$ cat config.mk
export PLATFORM = sky130hd
export DESIGN_NAME = spi_reg_bank
export DESIGN_NICKNAME = d
export VERILOG_FILES = /design/src/rtl/spi_reg_bank.sv
export SDC_FILE = /design/constraint.sdc
export NUM_CORES = 1
export LEC_CHECK = 0
export CORE_MARGIN = 1.5
export CORE_UTILIZATION = 50
export CTS_CLUSTER_SIZE = 16
export DETAILED_ROUTE_END_ITERATION = 7
export PLACE_DENSITY = 0.92
export SLEW_MARGIN = 0
export SYNTH_ARGS = -nofsm -noshare
export SYNTH_HDL_FRONTEND = slang
export SYNTH_SLANG_ARGS = --single-unit
$ cat constraint.sdc
create_clock -name clk -period 6.39 [get_ports clk]
set_input_delay 0.639 -clock clk [delete_from_list [all_inputs] [get_ports clk]]
set_output_delay 0.639 -clock clk [all_outputs]
set_load 0.05 [all_outputs]
$ cat src/rtl/spi_reg_bank.sv
// spi_reg_bank: CPU register bank (CTRL/TXDATA/RXDATA/STATUS) between software and the SPI
// transaction controller, with a byte-wide RX FIFO fed by the controller's data strobe.
module spi_reg_bank #(
    parameter int DEPTH = 8,
    parameter int CW    = 4
) (
    input  logic        clk,
    input  logic        rst,
    input  logic        cpu_we,
    input  logic        cpu_re,
    input  logic [1:0]  cpu_addr,
    input  logic [31:0] cpu_wdata,
    output logic [31:0] cpu_rdata,
    output logic [31:0] sal_c,
    output logic [31:0] sal_d,
    input  logic        WR2_c,
    input  logic [31:0] IN2_c,
    input  logic        WR2_d,
    input  logic [31:0] IN2_d,
    output logic        irq
);
    localparam int AW = (DEPTH > 1) ? $clog2(DEPTH) : 1;

    logic          r_start;
    logic          r_srst;
    logic          r_irqen;
    logic [7:0]    r_txn;
    logic [31:0]   r_txd;
    logic [7:0]    r_mem [DEPTH];
    logic [AW-1:0] r_wp;
    logic [AW-1:0] r_rp;
    logic [CW-1:0] r_cnt;
    logic          r_ovf;
    logic          r_wr2d_q;

    logic          w_empty;
    logic          w_full;
    logic          w_pop;
    logic          w_push_req;
    logic          w_push;
    logic          w_wr_ctrl;
    logic          w_wr_txd;
    logic          w_wr_stat;
    logic [31:0]   w_status;
    logic [31:0]   w_rd;
    logic          w_unused;

    assign sal_c      = {16'b0, r_txn, 5'b0, r_irqen, r_srst, r_start};
    assign sal_d      = r_txd;
    assign w_empty    = r_cnt == '0;
    assign w_full     = r_cnt == CW'(DEPTH);
    assign w_wr_ctrl  = cpu_we && cpu_addr == 2'd0;
    assign w_wr_txd   = cpu_we && cpu_addr == 2'd1;
    assign w_wr_stat  = cpu_we && cpu_addr == 2'd3;
    assign w_pop      = cpu_re && cpu_addr == 2'd2 && !w_empty;
    // The controller strobes WR2_d while resetting; SOFT_RST masks that edge.
    assign w_push_req = WR2_d && !r_wr2d_q && !r_srst;
    assign w_push     = w_push_req && (!w_full || w_pop);
    assign w_status   = {25'b0, r_ovf, w_full, w_empty, 4'b0} | 32'(r_cnt);
    assign w_unused   = &{1'b0, IN2_c[31:16], IN2_c[7:2], IN2_d[31:8]};

    always_comb begin
        w_rd = cpu_addr == 2'd0 ? sal_c :
               cpu_addr == 2'd1 ? r_txd :
               cpu_addr == 2'd2 ? (w_pop ? {1'b1, 23'b0, r_mem[r_rp]} : 32'b0) :
               w_status;
    end

    // CPU assignment comes last so it overrides the write-back on bits[1:0].
    always_ff @(posedge clk or negedge rst) begin
        if (!rst) begin
            r_start <= 1'b0;
            r_srst  <= 1'b0;
            r_irqen <= 1'b0;
            r_txn   <= 8'b0;
            r_txd   <= 32'b0;
        end else begin
            if (WR2_c) begin
                r_start <= IN2_c[0];
                r_srst  <= IN2_c[1];
                r_txn   <= IN2_c[15:8];
            end
            if (w_wr_ctrl) begin
                r_start <= cpu_wdata[0];
                r_srst  <= cpu_wdata[1];
                r_irqen <= cpu_wdata[2];
            end
            if (w_wr_txd)
                r_txd <= cpu_wdata;
        end
    end

    always_ff @(posedge clk or negedge rst) begin
        if (!rst) begin
            r_wp     <= '0;
            r_rp     <= '0;
            r_cnt    <= '0;
            r_ovf    <= 1'b0;
            r_wr2d_q <= 1'b0;
        end else begin
            r_wr2d_q <= WR2_d;
            if (r_srst) begin
                r_wp  <= '0;
                r_rp  <= '0;
                r_cnt <= '0;
                r_ovf <= 1'b0;
            end else begin
                if (w_push)
                    r_wp <= r_wp + AW'(1);
                if (w_pop)
                    r_rp <= r_rp + AW'(1);
                if (w_push != w_pop)
                    r_cnt <= w_push ? r_cnt + CW'(1) : r_cnt - CW'(1);
                if (w_push_req && w_full && !w_pop)
                    r_ovf <= 1'b1;
                else if (w_wr_stat && cpu_wdata[6])
                    r_ovf <= 1'b0;
            end
        end
    end

    always_ff @(posedge clk) begin
        if (w_push)
            r_mem[r_wp] <= IN2_d[7:0];
    end

    always_ff @(posedge clk or negedge rst) begin
        if (!rst) begin
            cpu_rdata <= 32'b0;
            irq       <= 1'b0;
        end else begin
            if (cpu_re)
                cpu_rdata <= w_rd;
            irq <= r_irqen && !w_empty;
        end
    end
endmodule

**After elaboration in Yosys (flattened, before gate mapping)**

Memories as Yosys holds them, arrays and structs flattened.
Cells that the tools add are included.
Widths: inputs -> output; s select.

- Output and inout port bits: 97
- Input bits: 104
- Memories kept: 1
- Register bits after elaboration: 88
- RAM bits: 64

Memories:

| name | depth | width | rd ports | clocked after memory_dff | wr ports | line | RTL |
|---|---|---|---|---|---|---|---|
| r_mem | 8 | 8 | 1 | 0 | 1 | 29 | `logic [7:0] r_mem [DEPTH];` |

- $add $sub $neg: 4
- Eq/ne operators: 5
- Bitwise gates (word level): 1
- Reduce and logical (&&, ||, !) cells: 25
- Muxes and demuxes: 20

Operators with widths:

| kind | count |
|---|---|
| $mux 32 | 4 |
| $logic_and 1x1->1 | 12 |
| $mux 3 | 4 |
| $mux 4 | 3 |
| $mux 1 | 9 |
| $reduce_bool 2->1 | 4 |
| $or 7x4->7 | 1 |
| $add 3x1->3 const B | 2 |
| $logic_not 1->1 | 5 |
| $add 4x1->4 const B | 1 |
| $eq 2x2->1 const B | 2 |
| $eq 4x4->1 const B | 1 |
| $logic_not 4->1 | 1 |
| $sub 4x1->4 const B | 1 |
| $reduce_bool 3->1 | 1 |
| $eq 2x1->1 const B | 1 |
| $logic_not 2->1 | 1 |
| $logic_or 1x1->1 | 1 |
| $ne 1x1->1 | 1 |

**Longest topological paths before layout**

Gate-level depths: netlist of the first run.

- Word-level depth: 8
- Depth in mapped cells: 8
- Mapped depth without buffers: 7

**Least setup slack after synthesis of the first run**

Ideal clock, no wire load.

- Path kind: input port to flip-flop
- From: input cpu_addr[0]
- To: register r_cnt[3]
- Arrival time: 2.469 ns
- Cell stages on the path: 8
- Path buffers: 1
- Slack: 3.839 ns
- Cell sequence: buf_6 nand3b_1 a211o_2 ha_1 a21oi_1 nand2_1 or4_1 a31oi_1

- Longest elaborated chain between the ends: 8

RTL lines:

| item | line | RTL |
|---|---|---|
| start: declaration | 11 | `input logic [1:0] cpu_addr,` |
| $eq 2x2->1 * | 55 | `assign w_pop = cpu_re && cpu_addr == 2'd2 && !w_empty;` |
| $logic_and 1x1->1 * (2 in series) | 55 |  |
| $logic_or 1x1->1 | 58 | `assign w_push = w_push_req && (!w_full \|\| w_pop);` |
| $logic_and 1x1->1 | 58 |  |
| $mux 4 | 113 | `r_cnt <= w_push ? r_cnt + CW'(1) : r_cnt - CW'(1);` |
| $mux 4 | 112 | `if (w_push != w_pop)` |
| $mux 4 | 102 | `if (r_srst) begin` |
| end signal: assignment | 113 |  |
| end: declaration | 32 | `logic [CW-1:0] r_cnt;` |

Every way passes the cells marked *; elsewhere a longest branch is shown, timed or not. The select of a mux whose other input is x is not followed.
A chain may end at the register's enable or synchronous reset.

**Worst setup path after layout of the first run**

Same ends and word-level chain as after synthesis.

==> results.toml, run 1 <==
[timing]
period_share = 0.540
worst-slew-pin-transition_ns = 1.07
rsz0062_at_grt = "no"
finalHoldViolCount = 0
worst_clock_skew_ns = 0.0147
tns_ns = 0
setup_viol = 0
maxSlewHeadroom = 0.283
fin_crit_ns = 3.45
whs_ns = 0.403
fmax_ghz = 0.290
drv_slew = 0

[setup_path]
critical_path_class = "primary input to flip-flop"
reg2regPathDepth = 7
crit_path_max_fanout = 19
worst_ep_arrival_time_ns = 3.80
setup.worst_path.start_class = "primary input"
worst_ep_required_time_ns = 6.74
worst_setup_path_end_kind = "flip-flop"

[clock_tree]
cts_hold_buffers = 0
insertion_delay_ns = 0.43
clockBufferDepth = 2
root_buffer = "clkbuf_16"
cts_setup_buffers = 0
cts.htree.levels = 4
clock-sinks = 152
cts_tree = "done"
numCtsBuffers = 17
ctsResizeCount = 0
path_clk_slew_ns = 0.06

[global_route]
met1_usage = 0.270
antenna_found_initial = 0
top_usage_layer = "met2"
grt_pass1_wl_mm = 21.6
grtUsageMet3 = 0.0742
gr-total-overflow = 0
grt_pass1_vias = 3973
use_met2 = 0.365
grt_max_degree = 89
grt_use_total = 0.220

[drt]
firstDrtPassIters = 4
drt_iter0_drc = 289
viasPerCell = 5.47
detail-route-antenna-nets = 0
num_vias = 3998
wl_mm = 14.0
routedWlPerCell_um = 19.2
post-route-drc-count = 0

[pwr]
p_leak_nw = 3.23
powerDensity_nw_per_um2 = 339
vdd_ir_drop_max_mv = 0.231

[synth]
synth-seq-cells = 152
ys.flop_type = "dfrtp_1"
yosysWarnings = 0
synthArstFlopShare = 0.579
yosysTopAreaCell = "dfrtp_1"
syn_avg_cell_area_um2 = 15.4
synth_area_leaders = "dfrtp_1 34%, edfxtp_1 30%, mux2_2 8.3%"
syn_area_um2 = 6400
synth_edf_count = 64
netlist_instances = 416
ys_types = 47
yosysTopAreaCellShare = 0.344
ys_seq_area_frac = 0.645

[layout]
layout_commonest_cell = "clkdlybuf4s50_1"
nNetsFinal = 655
drive_above_1_share = 0.177
diodes = 0
fill_cells = 879
final_cell_mix = "132 x clkdlybuf4s50_1, 88 x dfrtp_1, 64 x edfxtp_1"
syn_to_final_growth_pct = 29.6

[place]
gp_congestion = 0.823
place_hpwl_mm = 9.61
port_buffers = 133

[outcome]
status = "completed"

[floorplanning]
core-area_um2 = 12600
die_h_um = 116
io_pins = 201
start_util = 0.509
fp.dieW_um = 116
num_rows = 41
die_area_um2 = 13500

[hold_path]
min_path_type = "primary input to asynchronous set/reset pin"

[run]
max_cap_violations = 0
## worst paths after layout
kind	slack, ns	to	start
worst max-delay path	2.94	r_cnt[3]	cpu_addr[0]
worst min-delay path	0.40	sal_d[11]	rst
worst max register to register	3.84	r_cnt[3]	r_cnt[0]
worst min register to register	0.49	cpu_rdata[14]	cpu_rdata[14]
max in group asynchronous	5.29	sal_d[26]	rst
min in group clk	0.49	cpu_rdata[14]	cpu_rdata[14]
## power breakdown
part	total [mW]	internal, mW	switching (mW)
sequential	1.19	1.11	0.0837
combinational	0.705	0.264	0.441
clock	0.912	0.539	0.372
total	2.81	1.91	0.897
## cell families (layout without fill, tap and decap cells)
logic type                 count (synthesis)  in the layout  synth area share
and+or+nand+nor                           66             66            0.0522
buffers and inverters                     52            175            0.0489
AOI/OAI and AO/OA                         52             52            0.0651
other                                      1             21          0.000586
DFF                                      152            152             0.645
adders and majority gates                  5              5            0.0110
muxes                                     85             85             0.173
xor gates and xnor gates                   3              3           0.00411
## per-layer routing
metal / vias to the layer above / share of wire
li1: 1785 / -
met1: 2035 / 0.40
met2: 159 / 0.52
met3: 19 / 0.062
met4: 0 / 0.015
met5: - / 0
## cells in the mapped netlist (all sizes together) (2+ instances only)
cell type and count:
a22o 15, and2 2, a31oi 2, nor2b 3, nand2 18, o22ai 2, o221ai 4, nand3b 3
nand3 3, o2bb2ai 9, nor2 24, ha 4, o21ai 2, clkbuf 10, inv 7, xor2 3
dfrtp 88, a21oi 6, mux4 16, edfxtp 64, a221oi 3, nand2b 3, nor3 4, buf 35
a211o 2, mux2 47, mux2i 22, or4 2
## through the flow
stage | utilization | instances | instance area (um2) | total power, mW | worst slack, ns
after CTS | 0.659 | 731 | 8290 | 2.82 | 2.94
after detailed placement | 0.617 | 699 | 7750 | 1.91 | 2.49
after floorplan | - | 436 | 6470 | 1.66 | 3.84
final | 0.659 | 731 | 8290 | 2.81 | 2.94
after global routing | 0.659 | 731 | 8290 | 2.92 | 2.78
after global placement | 0.617 | 699 | 7750 | 1.89 | 2.70
## state kept, by name, summed over array words and instances, names as in the netlist, 3 cells and up
signal and cells:
r_rp 3, sal_d 32, r_wp 3, r_cnt 4, r_mem 64, cpu_rdata 32
r_txn 8
## area by class of cell
class / instances / area (um2) / share of cell area
sequential: 152 / 4120 / 0.498
multi-input combinational: 232 / 2040 / 0.246
timing repair buffer: 136 / 1350 / 0.163
clock buffer: 22 / 454 / 0.0548
tap: 172 / 215 / 0.0260
clock inverter: 10 / 81.3 / 0.00981
inverter: 7 / 26.3 / 0.00317
## critical path: stages
cell and delay, ns:
clkdlybuf4s50_1 0.91, nand3b_1 0.47, a211o_2 0.41, ha_1 0.34
a21oi_1 0.31, nand2_1 0.13, or4_1 0.42, a31oi_1 0.18
Power figures use the tool's default switching activity.
==> inputs of run 2 (changes only) <==
--- a/config.mk
+++ b/config.mk
@@ -6,10 +6,10 @@
 export NUM_CORES = 1
 export LEC_CHECK = 0
 export CORE_MARGIN = 1.5
-export CORE_UTILIZATION = 50
+export CORE_UTILIZATION = 47
 export CTS_CLUSTER_SIZE = 16
 export DETAILED_ROUTE_END_ITERATION = 7
-export PLACE_DENSITY = 0.92
+export PLACE_DENSITY = 0.88
 export SLEW_MARGIN = 0
 export SYNTH_ARGS = -nofsm -noshare
 export SYNTH_HDL_FRONTEND = slang
==> constraint.sdc (replaced) <==
create_clock -name clk -period 3.3 [get_ports clk]
set_input_delay 0.33 -clock clk [delete_from_list [all_inputs] [get_ports clk]]
set_output_delay 0.33 -clock clk [all_outputs]
set_load 0.05 [all_outputs]
==> run 2 against run 1 <==
  * Hold slack improved by 0.0093 ns
  * Power increased by 100%
  * Sequential power increased by 92%
  * Critical path depth decreased by 1
  * Die area increased by 6.2%
==> results.toml, run 2 (same netlist as run 1, synthesis figures left out) <==
[layout]
layout_commonest_cell = "clkdlybuf4s50_1"
drive_above_1_share = 0.207
syn_to_final_growth_pct = 33.1
largest_reg_flops = 64
final_cell_mix = "132 x clkdlybuf4s50_1, 88 x dfrtp_1, 64 x edfxtp_1"
top_register = "r_mem"
diodes = 0
nNetsFinal = 672

[floorplanning]
fp.dieW_um = 120
core-area_um2 = 13200
start_util = 0.483
num_rows = 42
io_pins = 201
die_area_um2 = 14300
die_h_um = 120

[global_route]
grt_use_total = 0.221
grt_pass1_wl_mm = 23.8
gr-total-overflow = 0
grt_pass1_vias = 4321
antenna_found_initial = 0
grt_max_degree = 45

[setup_path]
reg2regPathDepth = 7
reg2reg_from = "r_cnt[0]"
critical_path_class = "flip-flop to flip-flop"
worst_setup_path_end_kind = "flip-flop"
cpPeakStageDelay_ns = 0.49
cp_cell_sequence = "nor4b_4 -> a211o_2 -> ha_1 -> a21oi_1 -> nand2_1 -> or4_1 -> a31oi_1"
setup.worst_path.start_class = "flip-flop"
crit_family = "simple AND/OR/NAND/NOR gates"
crit_path_max_fanout = 8
worst_ep_arrival_time_ns = 2.86
reg2reg_slack_ns = 0.78
slowest_stage = "dfrtp_1"
crit_buf_inv = 0
worst_ep_required_time_ns = 3.64
r2r-end = "r_cnt[3]"

[timing]
period_share = 0.764
fin_crit_ns = 2.52
drv_slew = 0
worst_clock_skew_ns = 0.00583
whs_ns = 0.412
rsz0062_at_grt = "no"
finalHoldViolCount = 0
fmax_ghz = 0.396
fin_ws_ns = 0.778
setup_viol = 0
tns_ns = 0
worst-slew-pin-transition_ns = 0.844
maxSlewHeadroom = 0.437

[clock_tree]
root_buffer = "clkbuf_16"
numCtsBuffers = 17
cts.htree.levels = 4
cts_tree = "done"
path_clk_slew_ns = 0.06
clockBufferDepth = 2
clock-sinks = 152
insertion_delay_ns = 0.42
cts_setup_buffers = 0

[place]
place_ws_ns = 0.524
place_hpwl_mm = 10.5
port_buffers = 133
gp_congestion = 0.846

[drt]
wl_mm = 15.2
firstDrtPassIters = 4
routedWlPerCell_um = 20.2
drt_iter0_drc = 262
viasPerCell = 5.53
detail-route-antenna-nets = 0
num_vias = 4160
post-route-drc-count = 0

[hold_path]
min_path_type = "primary input to flip-flop"
hp-start = "WR2_d"
whs_endpoint = "r_wr2d_q"
holdPathStages = 1

[pwr]
power.total_mw = 5.72
p_leak_nw = 3.35
powerDensity_nw_per_um2 = 672
vdd_ir_drop_max_mv = 0.436

[outcome]
status = "completed"

[run]
max_cap_violations = 0
[run 2: cell count changes in the layout (fill, tap and decap cells not counted), sizes merged, moves of 3 or more]
cell	delta
buf	+16
clkinv	-5
inv	+4
bufinv	+3
clkbuf	-3
[run 2: timing repair]
action,4_1_cts,5_1_grt
gates resized for setup,0,0
hold buffers,1,0
hold endpoints to repair,42,0
[run 2: worst max path at each step]
stage | end | depth (start not counted) | from | slack, ns
after CTS | r_cnt[3] | 7 | r_cnt[0] | 0.81
after floorplan | r_cnt[3] | 8 | cpu_addr[0] | 1.06
after global routing | r_cnt[3] | 7 | r_cnt[0] | 0.70
after global placement | r_cnt[3] | 8 | cpu_addr[0] | 0.59
final | r_cnt[3] | 7 | r_cnt[0] | 0.78
after detailed placement | r_cnt[3] | 8 | cpu_addr[0] | 0.52
[run 2: report_power, final]
group | internal (mW) | switching, mW | leakage, nW | total, mW
clock network | 1.27 | 0.758 | 0.295 | 2.03
logic | 0.521 | 0.877 | 1.37 | 1.40
registers | 2.14 | 0.153 | 1.68 | 2.29
[run 2: through the flow]
stage | area, um2 | cells | utilization
3_3_place_gp | 7880 | 719 | 0.595
5_1_grt | 8510 | 752 | 0.643
4_1_cts | 8510 | 752 | 0.643
3_5_place_dp | 7880 | 719 | 0.595
2_1_floorplan | 6470 | 436 | -
6_report | 8510 | 752 | 0.643
[run 2: cell type report]
type	count	area [um2]
Tap cell	176	220
Clock buffer	19	433
Inverter	7	26.3
Timing Repair Buffer	153	1480
Sequential cell	152	4120
Fill cell	943	4730
Multi-Input combinational cell	232	2040
Clock inverter	13	191
[run 2: per-layer routing]
| metal | routed length, um | share of wire | track usage |
|---|---|---|---|
| met4 | 432 | 0.028 | 0.0848 |
| met1 | 6060 | 0.40 | 0.278 |
| met5 | 0 | 0 | 0 |
| met3 | 1020 | 0.067 | 0.0575 |
| met2 | 7680 | 0.51 | 0.369 |
==> inputs of run 3 (changes only) <==
--- a/config.mk
+++ b/config.mk
@@ -6,10 +6,10 @@
 export NUM_CORES = 1
 export LEC_CHECK = 0
 export CORE_MARGIN = 1.5
-export CORE_UTILIZATION = 47
+export CORE_UTILIZATION = 42
 export CTS_CLUSTER_SIZE = 16
 export DETAILED_ROUTE_END_ITERATION = 7
-export PLACE_DENSITY = 0.88
+export PLACE_DENSITY = 0.83
 export SLEW_MARGIN = 0
 export SYNTH_ARGS = -nofsm -noshare
 export SYNTH_HDL_FRONTEND = slang
==> constraint.sdc (replaced) <==
create_clock -name clk -period 2.3 [get_ports clk]
set_input_delay 0.23 -clock clk [delete_from_list [all_inputs] [get_ports clk]]
set_output_delay 0.23 -clock clk [all_outputs]
set_load 0.05 [all_outputs]
==> run 3 against run 2 <==
  * Power increased by 46%
  * Clock-buffer cell count down 1
  * Largest power group unchanged
  * Critical path type unchanged
  * Non-clock buffer count grew 9
==> results.toml, run 3 (same netlist as run 1, synthesis figures left out) <==
[place]
place_hpwl_mm = 10.4
port_buffers = 133
postPlaceCellArea_um2 = 7970
gp_congestion = 0.883

[timing]
worst_clock_skew_ns = 0.00916
fmax_ghz = 0.451
maxSlewHeadroom = 0.545
rsz0062_at_grt = "no"
finalHoldViolCount = 0
period_share = 0.965
worst-slew-pin-transition_ns = 0.677
fin_crit_ns = 2.22
drv_slew = 0
setup_viol = 0

[drt]
routedWlPerCell_um = 19.7
wl_mm = 15.1
num_vias = 4170
viasPerCell = 5.42
detail-route-antenna-nets = 0
post-route-drc-count = 0
drt_iter0_drc = 286
firstDrtPassIters = 6

[clock_tree]
path_clk_slew_ns = 0.06
clockBufferDepth = 2
cts_tree = "done"
root_buffer = "clkbuf_16"
insertion_delay_ns = 0.42
clock-sinks = 152
cts.htree.levels = 4
cts_setup_buffers = 0
numCtsBuffers = 17

[floorplanning]
fp.dieW_um = 126
die_area_um2 = 16000
num_rows = 44
io_pins = 201
die_h_um = 126
core-area_um2 = 14700
start_util = 0.435

[outcome]
status = "completed"

[setup_path]
setup.worst_path.start_class = "flip-flop"
cp_cell_sequence = "nor4b_4 -> a211o_2 -> ha_1 -> a21oi_2 -> nand2_1 -> or4_1 -> a31oi_1"
worst_ep_required_time_ns = 2.65
crit_path_max_fanout = 4
cpPeakStageDelay_ns = 0.41
critical_path_class = "flip-flop to flip-flop"
reg2reg_from = "r_cnt[3]"
startpoint = "r_cnt[3]"
worst_ep_arrival_time_ns = 2.57
slowest_stage = "or4_1"
worst_setup_path_end_kind = "flip-flop"

[layout]
top_register = "r_mem"
fill_cells = 1097
syn_to_final_growth_pct = 34.7
layout_commonest_cell = "clkdlybuf4s50_1"
final_cell_mix = "132 x clkdlybuf4s50_1, 88 x dfrtp_1, 64 x edfxtp_1"
diodes = 0
largest_reg_flops = 64
final_core_util = 0.586
fin_area_um2 = 8610
drive_above_1_share = 0.219
nNetsFinal = 681

[pwr]
powerDensity_nw_per_um2 = 971
vdd_ir_drop_max_mv = 0.576
power.total_mw = 8.36
p_leak_nw = 3.42

[global_route]
antenna_found_initial = 0
grt_max_degree = 54
grt_pass1_vias = 4265
gr-total-overflow = 0
grt_use_total = 0.194
grt_pass1_wl_mm = 23.5

[hold_path]
hp-start = "WR2_d"
min_path_type = "primary input to flip-flop"

[run]
max_cap_violations = 0
[run 3: cell types whose count changed in the layout (fill, tap and decap cells not counted), moves of 2 or more]
cell        change
buf_4           +8
inv_6           -3
clkinv_2        +3
clkinvlp_4      -3
clkinv_1        +2
[run 3: per-stage QoR]
| step | hold WS [ns] | TNS (ns) | cells | setup WS (ns) |
|---|---|---|---|---|
| CTS | 0.291 | 0 | 769 | 0.0270 |
| detailed placement | 0.310 | -0.277 | 736 | -0.277 |
| global placement | 0.297 | -0.205 | 736 | -0.205 |
| finish | 0.301 | 0 | 769 | 0.0809 |
| global route | 0.310 | 0 | 769 | 0.00110 |
| floorplan | -0.0656 | 0 | 436 | 0.112 |
[run 3: where the power goes]
part | switching (mW) | total (mW) | internal (mW)
combinational | 1.32 | 2.11 | 0.795
sequential | 0.182 | 3.25 | 3.07
clock | 1.09 | 3.00 | 1.92
total | 2.58 | 8.36 | 5.78
[run 3: path summary, 6_finish.rpt]
kind | end | slack, ns | depth (start not counted)
worst max register to register | r_cnt[3] | 0.08 | 7
worst min-delay path | r_wr2d_q | 0.30 | 1
worst min register to register | cpu_rdata[14] | 0.49 | 1
max in group asynchronous | r_txn[2] | 1.26 | 3
min in group asynchronous | sal_d[16] | 0.40 | 2
worst max-delay path | r_cnt[3] | 0.08 | 7
[run 3: worst max-delay path: cells and delay by family (launching register included)]
family	cells	cell delay, ns
AND/OR/NAND/NOR	3	0.66
adder cells (fa/ha/maj)	1	0.34
flip-flops	1	0.39
AO/OA/AOI/OAI	3	0.75
[run 3: cell type report]
cell class,instances,area (um2),area share
sequential,152,4120,0.479
clock buffer,18,429,0.0498
tap,184,230,0.0267
clock inverter,14,204,0.0237
inverter,7,26.3,0.00305
multi-input combinational,232,2040,0.237
timing repair buffer,162,1560,0.181
[run 3: layer usage]
layer	global-route usage	vias to the layer above	routed length (um)
met4	0.0683	0	291
met5	0	-	0
met3	0.0481	29	985
li1	-	1837	-
met1	0.239	2110	6220
met2	0.333	194	7640
[run 3: timing repair]
action	in CTS	in global routing
hold endpoints to repair	52	0
gates resized for setup	0	1
endpoints found under the setup margin	0	1
hold buffers	1	0
